===== src/rtl/bpred_pkg.sv =====
// Shared types and constants for the branch-predictor update path.
// Optional statistics counters are enabled by BPRED_UPD_STATS_EN.
package bpred_pkg;

  typedef enum logic {
    ST_INIT = 1'b0,
    ST_RUN  = 1'b1
  } bpred_state_e;

  localparam logic [1:0] BPRED_CNT_WEAK_NT = 2'b01;

  localparam int unsigned BPRED_ADDR_W = 32;
  localparam int unsigned BPRED_TGT_W  = 32;

  // addr is sized for the largest table; narrower tables zero-extend
  typedef struct packed {
    logic [BPRED_TGT_W-1:0]  target;
    logic                    mispred;
    logic                    taken;
    logic [BPRED_ADDR_W-1:0] addr;
  } bpred_fb_t;

  function automatic logic [31:0] bpred_sat_inc(
    input logic [31:0] v
  );
    return (v == 32'hFFFF_FFFF) ? v : v + 32'd1;
  endfunction

endpackage


===== src/rtl/bpred_fb_fifo.sv =====
// Synchronous FIFO for resolved-branch feedback.
// Clear has priority over push and pop in the same cycle.
module bpred_fb_fifo #(
  parameter  int unsigned DEPTH = 4,
  parameter  int unsigned WIDTH = 8,
  localparam int unsigned AW    = $clog2(DEPTH),
  localparam int unsigned CW    = AW + 1
) (
  input  logic             clk,
  input  logic             rst_n,
  input  logic             clr_i,
  input  logic             push_i,
  input  logic [WIDTH-1:0] wdata_i,
  input  logic             pop_i,
  output logic [WIDTH-1:0] rdata_o,
  output logic             full_o,
  output logic             empty_o,
  output logic [CW-1:0]    count_o
);

  logic [WIDTH-1:0] mem_q [DEPTH];
  logic [AW-1:0]    wptr_q, wptr_d;
  logic [AW-1:0]    rptr_q, rptr_d;
  logic [CW-1:0]    cnt_q, cnt_d;
  logic             push_ok;
  logic             pop_ok;

  assign full_o  = (cnt_q == CW'(DEPTH));
  assign empty_o = (cnt_q == '0);
  assign count_o = cnt_q;
  assign rdata_o = mem_q[rptr_q];

  assign push_ok = push_i && !full_o && !clr_i;
  assign pop_ok  = pop_i && !empty_o;

  always_comb begin
    wptr_d = wptr_q;
    rptr_d = rptr_q;
    cnt_d  = cnt_q;
    if (push_ok) wptr_d = wptr_q + AW'(1);
    if (pop_ok)  rptr_d = rptr_q + AW'(1);
    unique case ({push_ok, pop_ok})
      2'b10:   cnt_d = cnt_q + CW'(1);
      2'b01:   cnt_d = cnt_q - CW'(1);
      default: cnt_d = cnt_q;
    endcase
    if (clr_i) begin
      wptr_d = '0;
      rptr_d = '0;
      cnt_d  = '0;
    end
  end

  always_ff @(posedge clk or negedge rst_n) begin
    if (!rst_n) begin
      wptr_q <= '0;
      rptr_q <= '0;
      cnt_q  <= '0;
    end else begin
      wptr_q <= wptr_d;
      rptr_q <= rptr_d;
      cnt_q  <= cnt_d;
    end
  end

  always_ff @(posedge clk) begin
    if (push_ok) mem_q[wptr_q] <= wdata_i;
  end

endmodule


===== src/rtl/bpred_update_ctrl.sv =====
// Update-port sequencer: table init walk, feedback FIFO drain, predict enable.
// Define BPRED_UPD_STATS_EN to build the train/mispredict counters.
module bpred_update_ctrl
  import bpred_pkg::*;
#(
  parameter  int unsigned NUM_ENTRIES = 1024,
  parameter  int unsigned FIFO_DEPTH  = 4,
  localparam int unsigned IDXW        = $clog2(NUM_ENTRIES)
) (
  input  logic            clk,
  input  logic            reset,
  input  logic            fb_valid_i,
  input  logic [IDXW-1:0] fb_addr_i,
  input  logic            fb_taken_i,
  input  logic            fb_mispred_i,
  input  logic [31:0]     fb_target_i,
  input  logic            flush_req_i,
  output logic            fifo_full_o,
  output logic            overflow_o,
  output logic            predict_en_o,
  output logic            upd_valid_o,
  output logic            upd_init_o,
  output logic [IDXW-1:0] upd_addr_o,
  output logic            upd_taken_o,
  output logic            upd_btb_we_o,
  output logic [31:0]     upd_target_o,
  output logic [31:0]     stat_branches_o,
  output logic [31:0]     stat_mispred_o
);

  localparam int unsigned FBW = $bits(bpred_fb_t);
  localparam int unsigned CW  = $clog2(FIFO_DEPTH) + 1;
  localparam logic [IDXW-1:0] IDX_LAST = IDXW'(NUM_ENTRIES - 1);

  bpred_state_e state_q, state_d;
  logic [IDXW-1:0] idx_q, idx_d;

  bpred_fb_t fb_ent;
  bpred_fb_t fifo_head;
  logic [FBW-1:0] fifo_rdata;
  logic fifo_push;
  logic fifo_pop;
  logic fifo_full;
  logic fifo_empty;
  logic [CW-1:0] unused_cnt;
  logic [BPRED_ADDR_W-1:0] unused_head_addr;

  logic            upd_valid_q, upd_valid_d;
  logic            upd_init_q, upd_init_d;
  logic [IDXW-1:0] upd_addr_q, upd_addr_d;
  logic            upd_taken_q, upd_taken_d;
  logic            upd_btb_we_q, upd_btb_we_d;
  logic [31:0]     upd_target_q, upd_target_d;
  logic            predict_en_q, predict_en_d;
  logic            overflow_q, overflow_d;

  assign fb_ent = '{
    target:  fb_target_i,
    mispred: fb_mispred_i,
    taken:   fb_taken_i,
    addr:    BPRED_ADDR_W'(fb_addr_i)
  };

  assign fifo_head        = fifo_rdata;
  assign unused_head_addr = fifo_head.addr;

  bpred_fb_fifo #(
    .DEPTH (FIFO_DEPTH),
    .WIDTH (FBW)
  ) u_fifo (
    .clk     (clk),
    .rst_n   (reset),
    .clr_i   (flush_req_i),
    .push_i  (fifo_push),
    .wdata_i (fb_ent),
    .pop_i   (fifo_pop),
    .rdata_o (fifo_rdata),
    .full_o  (fifo_full),
    .empty_o (fifo_empty),
    .count_o (unused_cnt)
  );

  always_comb begin
    state_d      = state_q;
    idx_d        = idx_q;
    fifo_push    = 1'b0;
    fifo_pop     = 1'b0;
    overflow_d   = overflow_q;
    predict_en_d = (state_q == ST_RUN);
    upd_valid_d  = 1'b0;
    upd_init_d   = 1'b0;
    upd_addr_d   = '0;
    upd_taken_d  = 1'b0;
    upd_btb_we_d = 1'b0;
    upd_target_d = '0;
    unique case (state_q)
      ST_INIT: begin
        upd_valid_d = 1'b1;
        upd_init_d  = 1'b1;
        upd_addr_d  = idx_q;
        idx_d       = idx_q + IDXW'(1);
        if (idx_q == IDX_LAST) state_d = ST_RUN;
      end
      ST_RUN: begin
        if (!fifo_empty) begin
          fifo_pop     = 1'b1;
          upd_valid_d  = 1'b1;
          upd_addr_d   = fifo_head.addr[IDXW-1:0];
          upd_taken_d  = fifo_head.taken;
          upd_btb_we_d = fifo_head.mispred;
          upd_target_d = fifo_head.target;
        end
        if (fb_valid_i) begin
          if (fifo_full) overflow_d = 1'b1;
          else           fifo_push  = 1'b1;
        end
      end
      default: state_d = ST_INIT;
    endcase
    // the update chosen this cycle still goes out; the restart lands next edge
    if (flush_req_i) begin
      state_d = ST_INIT;
      idx_d   = '0;
    end
  end

  always_ff @(posedge clk or negedge reset) begin
    if (!reset) begin
      state_q      <= ST_INIT;
      idx_q        <= '0;
      upd_valid_q  <= 1'b0;
      upd_init_q   <= 1'b0;
      upd_addr_q   <= '0;
      upd_taken_q  <= 1'b0;
      upd_btb_we_q <= 1'b0;
      upd_target_q <= '0;
      predict_en_q <= 1'b0;
      overflow_q   <= 1'b0;
    end else begin
      state_q      <= state_d;
      idx_q        <= idx_d;
      upd_valid_q  <= upd_valid_d;
      upd_init_q   <= upd_init_d;
      upd_addr_q   <= upd_addr_d;
      upd_taken_q  <= upd_taken_d;
      upd_btb_we_q <= upd_btb_we_d;
      upd_target_q <= upd_target_d;
      predict_en_q <= predict_en_d;
      overflow_q   <= overflow_d;
    end
  end

  assign fifo_full_o  = (state_q == ST_RUN) && fifo_full;
  assign overflow_o   = overflow_q;
  assign predict_en_o = predict_en_q;
  assign upd_valid_o  = upd_valid_q;
  assign upd_init_o   = upd_init_q;
  assign upd_addr_o   = upd_addr_q;
  assign upd_taken_o  = upd_taken_q;
  assign upd_btb_we_o = upd_btb_we_q;
  assign upd_target_o = upd_target_q;

`ifdef BPRED_UPD_STATS_EN
  logic [31:0] stat_br_q;
  logic [31:0] stat_mis_q;

  always_ff @(posedge clk or negedge reset) begin
    if (!reset) begin
      stat_br_q  <= '0;
      stat_mis_q <= '0;
    end else if (flush_req_i) begin
      stat_br_q  <= '0;
      stat_mis_q <= '0;
    end else if (fifo_pop) begin
      stat_br_q <= bpred_sat_inc(stat_br_q);
      if (fifo_head.mispred) stat_mis_q <= bpred_sat_inc(stat_mis_q);
    end
  end

  assign stat_branches_o = stat_br_q;
  assign stat_mispred_o  = stat_mis_q;
`else
  assign stat_branches_o = '0;
  assign stat_mispred_o  = '0;
`endif

endmodule

===== config.mk =====
export PLATFORM = sky130hd
export DESIGN_NAME = bpred_update_ctrl
export DESIGN_NICKNAME = d
export VERILOG_FILES = /design/src/rtl/bpred_pkg.sv /design/src/rtl/bpred_fb_fifo.sv /design/src/rtl/bpred_update_ctrl.sv
export SDC_FILE = /design/constraint.sdc
export NUM_CORES = 1
export LEC_CHECK = 0
export ABC_AREA = 0
export BUFFER_PORTS_ARGS = -buffer_cell sky130_fd_sc_hd__buf_2
export CAP_MARGIN = 10
export CORE_MARGIN = 4
export CORE_UTILIZATION = 56
export CTS_BUF_LIST = sky130_fd_sc_hd__clkbuf_8 sky130_fd_sc_hd__clkbuf_16
export CTS_CLUSTER_DIAMETER = 120
export DETAILED_ROUTE_END_ITERATION = 6
export PLACE_DENSITY = 0.8
export SLEW_MARGIN = 20
export SYNTH_ARGS = -nofsm -noshare
export SYNTH_HDL_FRONTEND = slang
export SYNTH_SLANG_ARGS = --single-unit

===== constraint.sdc =====
create_clock -name clk -period 3.6 [get_ports clk]
set_input_delay 0.72 -clock clk [delete_from_list [all_inputs] [get_ports clk]]
set_output_delay 0.72 -clock clk [all_outputs]
set_load 0.005 [all_outputs]

### Word level (Yosys, flattened, before mapping)

Memory sizes are Yosys's and may differ from the RTL's.
Cells that the tools add are included.

* equality and inequality tests: 5
* mux-type cells: 28
* order comparisons: 0
* multipliers: 0
* div/mod/pow operators: 0
* shifts and indexed selects: 0
* add/subtract/negate cells: 5
* reduce and logical (&&, ||, !) cells: 12
* bitwise gates (word level): 1

Operators by type and width (count)
* $mux 32: 2
* $mux 10: 3
* $pmux 10 s2: 1
* $mux 1: 15
* $add 10x1->10 const B: 1
* $eq 10x10->1 const B: 1
* $mux 2: 4
* $pmux 3 s2: 1
* $add 2x1->2 const B: 2
* $logic_and 1x1->1: 4
* $reduce_bool 2->1: 2
* $add 3x1->3 const B: 1
* $eq 3x3->1 const B: 1
* $logic_not 1->1: 3
* $logic_not 3->1: 1
* $mux 3: 1
* $reduce_and 3->1: 1
* $reduce_bool 3->1: 1
* $sub 3x1->3 const B: 1
* $eq 2x1->1 const B: 1
* $eq 2x2->1 const B: 1
* $ne 2x2->1 const B: 1
* $pmux 1 s2: 1
* $not 1->1: 1

* register bits: 66
* bits in latches: 0
* bits in read-only memories: 0
* memories kept: 1
* memory bits (writable): 176

Memory list
* u_fifo.mem_q: depth 4, bits a word 44, rd ports 1, clocked after memory_dff 0, wr ports 1, line bpred_fb_fifo.sv:21 `logic [WIDTH-1:0] mem_q [DEPTH];`

### Depth between registers and ports, before layout

Gate-level depths: netlist of run 1.

* depth after elaboration: 9
* mapped depth: 7
* gate-level depth less buffers: 6

### By module

A second synthesis of run 1 with hierarchy kept.

* cell total of the unflattened synthesis: 622
* area total of the unflattened synthesis: 12633.4 um^2

By module, submodules not included
* bpred_fb_fifo: cells each 396, area an instance 10032.1 um^2, instances 1
* bpred_update_ctrl: cells each 226, area an instance 2601.2 um^2, instances 1

### Worst setup path before layout of run 1

OpenSTA, ideal clock, no wires.

* kind: input to register
* from: input port fb_valid_i
* to: memory u_fifo.mem_q[0][0] (netlist bit), enable pin
* stages: 3
* data required time: 3194 ps
* arrival: 2158 ps
* setup slack: 1036 ps
* cells stage by stage: nand2_1 > nor3_1 > and2_1

* cells in the longest elaborated chain, start to end: 6

RTL lines
* start: declaration: line bpred_update_ctrl.sv:12 `input logic fb_valid_i,`
* $mux 1: line bpred_update_ctrl.sv:113 `if (fb_valid_i) begin`
* $mux 1: line bpred_update_ctrl.sv:96 `unique case (state_q)`
* $logic_and 1x1->1 (2 in a row): line bpred_fb_fifo.sv:33 `assign push_ok = push_i && !full_o && !clr_i;`
* $mux 1: line bpred_fb_fifo.sv:67 `if (push_ok) mem_q[wptr_q] <= wdata_i;`
* $mux 1 (not written as such): line bpred_fb_fifo.sv:67
* end: declaration: line bpred_fb_fifo.sv:21

Every way passes these cells.

### Worst setup path in the final report of run 1

* from: register state_q (netlist: predict_en_d)
* to: register u_fifo.cnt_q[2] (netlist: u_fifo.count_o[2])

* cells in the longest elaborated chain, start to end: 6

RTL lines
* start: declaration: line bpred_update_ctrl.sv:35 `bpred_state_e state_q, state_d;`
* start signal: assignment: line bpred_update_ctrl.sv:140 `state_q <= state_d;`
* $mux 1: line bpred_update_ctrl.sv:96
* $logic_and 1x1->1 (2 in a row): line bpred_fb_fifo.sv:33
* $eq 2x1->1 / $eq 2x2->1 (equally long branches): line bpred_fb_fifo.sv:42 `unique case ({push_ok, pop_ok})`
* $pmux 3 s2: line bpred_fb_fifo.sv:42
* $mux 3: line bpred_fb_fifo.sv:47 `if (clr_i) begin`
* end signal: assignment: line bpred_fb_fifo.sv:62 `cnt_q <= cnt_d;`
* end: declaration: line bpred_fb_fifo.sv:24 `logic [CW-1:0] cnt_q, cnt_d;`

Several ways; a longest one is shown, not always the timed one.
A chain may end at the register's enable or synchronous reset.

==> results of run 1 <==
## power groups by stage
stage                     registers (mW)  clock network (mW)  logic (mW)
after detailed placement            3.06                   0      0.0969
after CTS                           3.00                2.57      0.0972
after floorplan                     3.06                   0      0.0800
final                               3.00                2.52      0.0975
after global routing                3.00                2.70       0.112
after global placement              3.06                   0      0.0888
## final timing paths
kind | depth (start not counted) | endpoint | slack, ns
max | 6 | u_fifo.count_o[2] | 0.94
min | 1 | upd_addr_o[9] | 0.31
max reg2reg | 6 | u_fifo.count_o[2] | 0.94
min reg2reg | 1 | overflow_o | 0.47
max in group asynchronous | 1 | u_fifo.rptr_q[0] | 2.68
min in group clk | 1 | u_fifo.mem_q[2][36] | 0.41
## per-stage QoR
| stage | hold WS [ns] | util [%] | instances | area [um2] |
|---|---|---|---|---|
| floorplan | 0.390 | - | 584 | 9750 |
| CTS | 0.336 | 64.8 | 865 | 10800 |
| detailed placement | 0.468 | 59.8 | 821 | 9960 |
| finish | 0.311 | 64.8 | 865 | 10800 |
| global placement | 0.475 | 59.8 | 821 | 9960 |
| global route | 0.390 | 64.8 | 865 | 10800 |
## Yosys cell counts, types with 2 or more instances
library cell / number
nand3_1: 4
nor3_1: 4
o21ai_0: 7
nand2b_1: 2
edfxtp_1: 176
buf_4: 65
clkbuf_1: 3
mux4_2: 44
inv_1: 17
nor2b_1: 34
or3_1: 3
a21oi_1: 10
xor2_1: 3
a31oi_1: 2
o22ai_1: 5
nand3b_1: 2
o2bb2ai_1: 5
buf_2: 9
or4_1: 2
nand2_1: 6
ha_1: 5
mux2_2: 2
or3_2: 3
and2_1: 5
nor2_1: 12
dfrtp_1: 66
buf_6: 7
## state kept, by name, summed over array words and instances, names as in the netlist
| name | cells |
|---|---|
| upd_target_o | 32 |
| idx_q | 10 |
| u_fifo.mem_q | 176 |
| u_fifo.count_o | 3 |
| upd_taken_o | 1 |
| upd_init_o | 1 |
| upd_addr_o | 10 |
| u_fifo.rptr_q | 2 |
| u_fifo.wptr_q | 2 |
| overflow_o | 1 |
| upd_valid_o | 1 |
| predict_en_d | 1 |
| predict_en_o | 1 |
| upd_btb_we_o | 1 |
## per-layer routing
| metal | share of wire (%) | track usage, % |
|---|---|---|
| met1 | 42 | 24.4 |
| met2 | 49 | 29.8 |
| met3 | 6.6 | 3.94 |
| met4 | 2.5 | 4.78 |
| met5 | 0 | 0 |
## kinds of logic (layout without fill, tap and decap cells)
group | after synthesis | in the layout | share of synthesized area [%]
AO/OA/AOI/OAI | 35 | 35 | 2.48
AND/OR/NAND/NOR | 83 | 83 | 5.21
other | 1 | 64 | 0.0394
adder cells (fa/ha/maj) | 6 | 6 | 0.868
flip-flops | 242 | 242 | 72.9
XOR/XNOR | 4 | 4 | 0.368
buffers and inverters | 103 | 164 | 7.40
multiplexers | 47 | 47 | 10.8
## final cells by class
cell class	count	area share [%]
Sequential cell	242	64.4
Multi-Input combinational cell	239	19.6
Clock buffer	27	5.95
Timing Repair Buffer	102	5.13
Tap cell	220	2.55
Clock inverter	17	1.69
Inverter	18	0.627
==> impl_metrics.toml, run 1 <==
[clock_network]
h-tree-depth = 1
root_buffer = "clkbuf_16"
cts_tree = "done"
cts_resized = 0
cts_buffers = 24
clkTransAtPathRegs_ns = 0.06
clock_latency_ns = 0.53
clock_path_buffers = 3
cts.sinks = 242
cts_setup_buffers = 0
ctsHoldBuffers = 0

[setup_path]
startpoint = "predict_en_d"
crit_fanout = 21
critical-path-top-delay-family = "simple AND/OR/NAND/NOR gates"
cp_cell_sequence = "nand2_1, nor3_1, nor2_1, fa_1, or4_1, a31oi_1"
max_stage_delay_ns = 0.77
worstPathRequired_ns = 4.03
end_kind = "flip-flop"
r2r_start = "predict_en_d"
crit_slowest_cell = "dfrtp_1"
start_kind = "flip-flop"
worst_ep_arrival_time_ns = 3.09
crit_buf_inv = 0
crit_type = "flip-flop to flip-flop"

[final_layout]
final_common_cell = "edfxtp_1"
syn_to_final_growth_pct = 13.3
multi_input_area_um2 = 2120
regArea_um2 = 6940
drive_above_1_share_pct = 31.0
fillCellCount = 1129
nets = 681
final_cell_mix = "176 x edfxtp_1, 95 x buf_2, 64 x conb_1, 64 x dfrtp_1, 44 x mux4_2"
antenna_cells = 0

[power_and_ir_drop]
p_per_area_nw_per_um2 = 522
switching_share_pct = 19.5
p_int_mw = 4.53
vdd_ir_drop_max_mv = 0.564
power.switching_mw = 1.10
p_seq_share_pct = 53.4
p_leak_nw = 4.15
clkPwrFrac_pct = 44.9
combPwrFrac_pct = 1.7
power.total_mw = 5.63

[sta]
finalSetupViolations = 0
finalHoldViolations = 0
drv_slew = 0
worst_slew_pin_slew_ns = 0.927
setup_ws_ns = 0.943
rsz0062_at_grt = "no"
min_period_ns = 2.66
max_slew_margin_pct = 38.2
tns_ns = 0
post-route-period-util_pct = 73.8
skew_ns = 0.0110
fmax_mhz = 376

[logic_synthesis]
synth_top_area_share_pct = 55.5
synth_edf_count = 176
ys_seq_area_share_pct = 72.9
ys_ff_latch = 242
yosys-top-cells-area = "edfxtp_1 56%, dfrtp_1 17%, mux4_2 10%, buf_4 5.1%, nor2b_1 2.2%"
yosysTopAreaCell = "edfxtp_1"
synth_flop_cell = "edfxtp_1"
syn_avg_cell_area_um2 = 18.3
synth_warnings = 0
synthCells = 521
yosysUniqueCellTypes = 45
synthArstFlopShare_pct = 27.3
netlist_area_um2 = 9520

[global_routing]
grt_max_degree = 67
antenna_found_initial = 0
grt_util_all_layers_pct = 17.9
grt_pass1_vias = 4752
grt_overflow_total = 0
grt_pass1_wl_um = 27200

[outcome]
status = "complete, no violations"

[die]
die_w_um = 138
die-area_um2 = 19100
start_util_pct = 57.2
die_h_um = 138
coreArea_um2 = 16600
io-pin-count = 161
rows = 47

[placed_design]
port_buffers = 96
hpwl_um = 10400
gp_congestion = 0.851
pre_cts_ws_ns = 0.833

[detailed_routing]
wl_um = 17100
ant_nets = 0
drtIter0Drc = 343
firstDrtPassIters = 4
vias_per_cell = 5.31
detail_route.wl_per_cell_um = 19.7
vias = 4597
route.detailed.drc = 0

[flow_run]
cap_violations = 0

[hold_path]
hold_class = "input port to asynchronous set/reset pin"
No activity file was read; power rests on OpenSTA's default activity.
==> run 2: changes to the inputs <==
- ABC_AREA: 0 -> 1
- CORE_UTILIZATION: 56 -> 51
- PLACE_DENSITY: 0.8 -> 0.76
- clock period: 3.6 -> 2.38 ns (I/O delays scaled with it)
==> impl_metrics.toml, run 2 <==
[outcome]
status = "complete, no violations"

[logic_synthesis]
synth_edf_count = 176
synth_flop_cell = "edfxtp_1"
netlist_area_um2 = 9730
ys_seq_area_share_pct = 71.3
yosysUniqueCellTypes = 34
synth_top_area_share_pct = 54.3
synthCells = 782
yosys-top-cells-count = "176 x edfxtp_1, 168 x nor2_1, 87 x o21ai_0"
ys_ff_latch = 242
synth_warnings = 0
yosysMostFrequentCell = "edfxtp_1"
yosys-top-cells-area = "edfxtp_1 54%, dfrtp_1 17%, nor2_1 6.5%, buf_4 5.2%, o21ai_0 4.5%"
syn_avg_cell_area_um2 = 12.4
synthArstFlopShare_pct = 27.3
yosysTopAreaCell = "edfxtp_1"

[final_layout]
syn_to_final_growth_pct = 13.2
final_cell_mix = "176 x edfxtp_1, 164 x nor2_1, 95 x buf_2"
largest_register_ffs = 176
final_area_um2 = 11000
final_util_pct = 58.9
regMostFlops = "u_fifo.mem_q"
final_common_cell = "edfxtp_1"
drive_above_1_share_pct = 19.4
nets = 941

[sta]
finalSetupViolations = 0
setup_ws_ns = 0.365
tns_ns = 0
worst_slew_pin_slew_ns = 0.871
skew_ns = 0.00875
max_slew_margin_pct = 41.9
drv_slew = 0
post-route-period-util_pct = 84.7
finalHoldViolations = 0
min_period_ns = 2.01
rsz0062_at_grt = "no"
fmax_mhz = 496

[placed_design]
port_buffers = 96
gp_congestion = 0.830
hpwl_um = 11500
pre_cts_ws_ns = 0.265
dpl_cell_area_um2 = 10200

[global_routing]
grt_util_all_layers_pct = 17.5
grt_max_degree = 88
grt_pass1_wl_um = 30300
antenna_found_initial = 2
grt_pass1_vias = 5710
grt_overflow_total = 0

[die]
die-area_um2 = 21300
die_h_um = 146
io-pin-count = 161
start_util_pct = 52.0
die_w_um = 146
rows = 50
coreArea_um2 = 18700

[power_and_ir_drop]
p_per_area_nw_per_um2 = 771
vdd_ir_drop_max_mv = 0.724
p_leak_nw = 4.51

[clock_network]
cts_tree = "done"
cts_resized = 0
cts_buffers = 25
clock_latency_ns = 0.53
clock_path_buffers = 3
h-tree-depth = 1
ctsHoldBuffers = 0
cts_setup_buffers = 0
root_buffer = "clkbuf_16"
cts.sinks = 242
clkTransAtPathRegs_ns = 0.06

[flow_run]
cap_violations = 0

[detailed_routing]
vias_per_cell = 5.13
route.detailed.drc = 0
vias = 5856
firstDrtPassIters = 5
wl_um = 19100
detail_route.wl_per_cell_um = 16.7
drtIter0Drc = 455
ant_nets = 0

[setup_path]
crit_type = "flip-flop to flip-flop"
reg2regPathDepth = 12
crit_fanout = 7
reg2reg_setup_slack_ns = 0.37
worst_ep_arrival_time_ns = 2.43
r2r_start = "u_fifo.count_o[0]"
r2r-end = "u_fifo.count_o[2]"
start_kind = "flip-flop"
end_kind = "flip-flop"
worstPathRequired_ns = 2.79

[hold_path]
hold_class = "input port to asynchronous set/reset pin"
run 2: cell count changes after synthesis, moves of 16 or more:
cell / delta
a21oi_1: +34
nor2b_1: -34
mux4_2: -44
nor2_1: +156
o21ai_0: +80
nand2_1: +34
o21ai_1: +16
run 2: cell families after synthesis:
kind of cell | share of synthesized area [%]
buffers and inverters | 8.90
XOR/XNOR | 0.0900
AND/OR/NAND/NOR | 10.3
other | 0.0385
adder cells (fa/ha/maj) | 0.849
flip-flops | 71.3
AO/OA/AOI/OAI | 8.50
run 2: cell type report:
class | count | area (um2)
Antenna cell | 1 | 2.50
Fill cell | 1435 | 7690
Timing Repair Buffer | 115 | 663
Tap cell | 234 | 293
Clock inverter | 19 | 151
Sequential cell | 242 | 6940
Multi-Input combinational cell | 472 | 2190
Inverter | 31 | 116
Clock buffer | 27 | 653
run 2: routing by layer:
| metal | up-vias | GRT usage, % | share of wire [%] |
|---|---|---|---|
| met3 | 32 | 3.26 | 7.2 |
| met2 | 245 | 29.2 | 48 |
| li1 | 2776 | - | - |
| met1 | 2799 | 24.3 | 42 |
| met4 | 4 | 4.19 | 2.1 |
| met5 | - | 0 | 0.13 |
run 2: through the flow:
| step | hold WS (ns) | cells | power [mW] |
|---|---|---|---|
| 3_3_place_gp | 0.476 | 1094 | 4.83 |
| 3_5_place_dp | 0.465 | 1094 | 4.84 |
| 6_report | 0.0664 | 1141 | 8.49 |
| 5_1_grt | 0.156 | 1140 | 8.77 |
| 2_1_floorplan | 0.180 | 845 | 4.80 |
| 4_1_cts | 0.0974 | 1140 | 8.57 |
run 2: worst max path at each step:
| stage | endpoint | depth (start not counted) | start | slack, ns |
|---|---|---|---|---|
| after global placement | u_fifo.count_o[2] | 13 | fb_valid_i | 0.31 |
| after detailed placement | u_fifo.count_o[2] | 13 | fb_valid_i | 0.27 |
| final | u_fifo.count_o[2] | 12 | u_fifo.count_o[0] | 0.37 |
| after floorplan | u_fifo.mem_q[0][0] | 3 | flush_req_i | -0.71 |
| after CTS | fifo_full_o | 4 | u_fifo.count_o[0] | 0.33 |
| after global routing | u_fifo.count_o[2] | 12 | u_fifo.count_o[1] | 0.16 |
run 2: critical path: stages (launching register included):
cell and delay, ns:
dfrtp_1 0.44, nor2_4 0.08, nand2_2 0.11, nand3_4 0.19, nand2_4 0.15, inv_1 0.06
fa_1 0.39, xnor2_1 0.20, inv_1 0.06, nand2_1 0.07, nand2_1 0.04, nand3_1 0.06
nand2_1 0.05
run 2: power breakdown:
part | total, mW | internal (mW) | switching (mW)
Sequential | 4.56 | 4.55 | 0.0172
Clock | 3.74 | 2.20 | 1.54
Combinational | 0.189 | 0.0550 | 0.134
==> run 3: changes to the inputs <==
- CORE_UTILIZATION: 51 -> 56
- PLACE_DENSITY: 0.76 -> 0.79
- clock period: 2.38 -> 2.1 ns (I/O delays scaled with it)
==> impl_metrics.toml, run 3 (synthesized netlist as in run 2, its figures left out) <==
[outcome]
status = "complete, no violations"

[detailed_routing]
vias = 6001
drtIter0Drc = 468
ant_nets = 0
vias_per_cell = 5.31
wl_um = 19800
firstDrtPassIters = 5
route.detailed.drc = 0
detail_route.wl_per_cell_um = 17.5

[die]
coreArea_um2 = 16800
die_w_um = 140
rows = 47
start_util_pct = 57.8
die_h_um = 140
die-area_um2 = 19500
io-pin-count = 161

[sta]
rsz0062_at_grt = "no"
min_period_ns = 1.95
finalHoldViolations = 0
worst_slew_pin_slew_ns = 0.548
finalSetupViolations = 0
skew_ns = 0.00831
post-route-period-util_pct = 93.0
drv_slew = 0
fmax_mhz = 512
tns_ns = 0
hold_slack_ns = 0.108
max_slew_margin_pct = 63.5

[global_routing]
grt_pass1_wl_um = 31400
grt_max_degree = 88
antenna_found_initial = 1
grt_pass1_vias = 6047
grt_util_all_layers_pct = 19.9
grt_overflow_total = 0

[setup_path]
cp_cell_sequence = "nor2_4, nand2_2, nand3_4, nand2_4, inv_1, fa_1, xnor2_2, inv_1, nand2_1, nand2_1, nand3_1, nand2_1"
r2r_start = "u_fifo.count_o[0]"
crit_slowest_cell = "dfrtp_1"
end_kind = "flip-flop"
worstPathRequired_ns = 2.51
max_stage_delay_ns = 0.44
crit_fanout = 5
worst_ep_arrival_time_ns = 2.36
cp-endpoint = "u_fifo.count_o[2]"
crit_type = "flip-flop to flip-flop"
startpoint = "u_fifo.count_o[0]"
start_kind = "flip-flop"
reg2regPathDepth = 12
cpMostUsedCell = "nand2_1"
reg2reg_setup_slack_ns = 0.15
critical-path-top-delay-family = "simple AND/OR/NAND/NOR gates"
crit_cells = 12
r2r-end = "u_fifo.count_o[2]"
crit_buf_inv = 2

[hold_path]
hold_class = "input port to flip-flop"
min_from = "fb_target_i[22]"

[clock_network]
cts_tree = "done"
root_buffer = "clkbuf_16"
clkTransAtPathRegs_ns = 0.06
clock_latency_ns = 0.52
cts_buffers = 24
clock_path_buffers = 3
cts.sinks = 242
h-tree-depth = 1

[placed_design]
dpl_cell_area_um2 = 10300
hpwl_um = 11800
gp_congestion = 0.838
dp.cells = 1084
port_buffers = 96

[power_and_ir_drop]
vdd_ir_drop_max_mv = 0.717
power.total_mw = 9.68
p_leak_nw = 4.53
p_per_area_nw_per_um2 = 872

[final_layout]
drive_above_1_share_pct = 20.4
syn_to_final_growth_pct = 14.0
final_cell_mix = "176 x edfxtp_1, 164 x nor2_1, 95 x buf_2"
final_area_um2 = 11100
nets = 945
largest_register_ffs = 176
fin_cells = 1130
regMostFlops = "u_fifo.mem_q"
final_common_cell = "edfxtp_1"

[flow_run]
cap_violations = 0
[run 3: worst min path at each step]
stage                                      to  slack (ns)  cells after the start
after detailed placement        upd_addr_o[5]        0.39                      1
after global routing      u_fifo.mem_q[3][23]        0.09                      1
after CTS                 u_fifo.mem_q[2][26]        0.09                      1
final                     u_fifo.mem_q[2][34]        0.11                      1
after global placement               idx_q[3]        0.38                      1
after floorplan                      idx_q[0]        0.12                      0
[run 3: worst reg2reg max path, delay by kind of cell (launching register included)]
kind / cells / cell delay [ns]
xor gates and xnor gates: 1 / 0.22
adders and majority gates: 1 / 0.42
buffers and inverters: 2 / 0.12
DFF: 1 / 0.44
and+or+nand+nor: 8 / 0.63
[run 3: metrics by stage]
stage / setup slack [ns] / util (%)
2_1_floorplan: -0.221 / -
3_3_place_gp: 0.228 / 61.0
5_1_grt: 0.0177 / 65.9
4_1_cts: 0.106 / 65.9
6_report: 0.147 / 66.0
3_5_place_dp: 0.164 / 61.0
[run 3: metal layers]
metal	track usage, %	vias up	routed length, um
li1	-	2781	-
met1	26.4	2935	7740
met2	34.7	248	10200
met3	3.77	35	1510
met4	4.28	2	326
met5	0	-	8
[run 3: layout make-up]
cell class	instances	area, um2
Antenna cell	1	2.50
Clock buffer	25	614
Clock inverter	19	201
Fill cell	1206	5730
Inverter	31	116
Multi-Input combinational cell	472	2200
Sequential cell	242	6940
Tap cell	220	275
Timing Repair Buffer	120	741
[run 3: timing repair]
| action | in CTS | in global routing |
|---|---|---|
| gates resized for setup | 0 | 2 |
| hold buffers | 1 | 0 |
| endpoints found under the hold margin | 27 | 0 |
| buffers inserted | 0 | 0 |
| setup endpoints to repair | 0 | 1 |
[run 3: power by group]
part,total (mW),switching [mW],internal [mW]
logic,0.227,0.157,0.0697
registers,5.17,0.0197,5.15
clock network,4.28,1.76,2.52
total,9.68,1.94,7.74
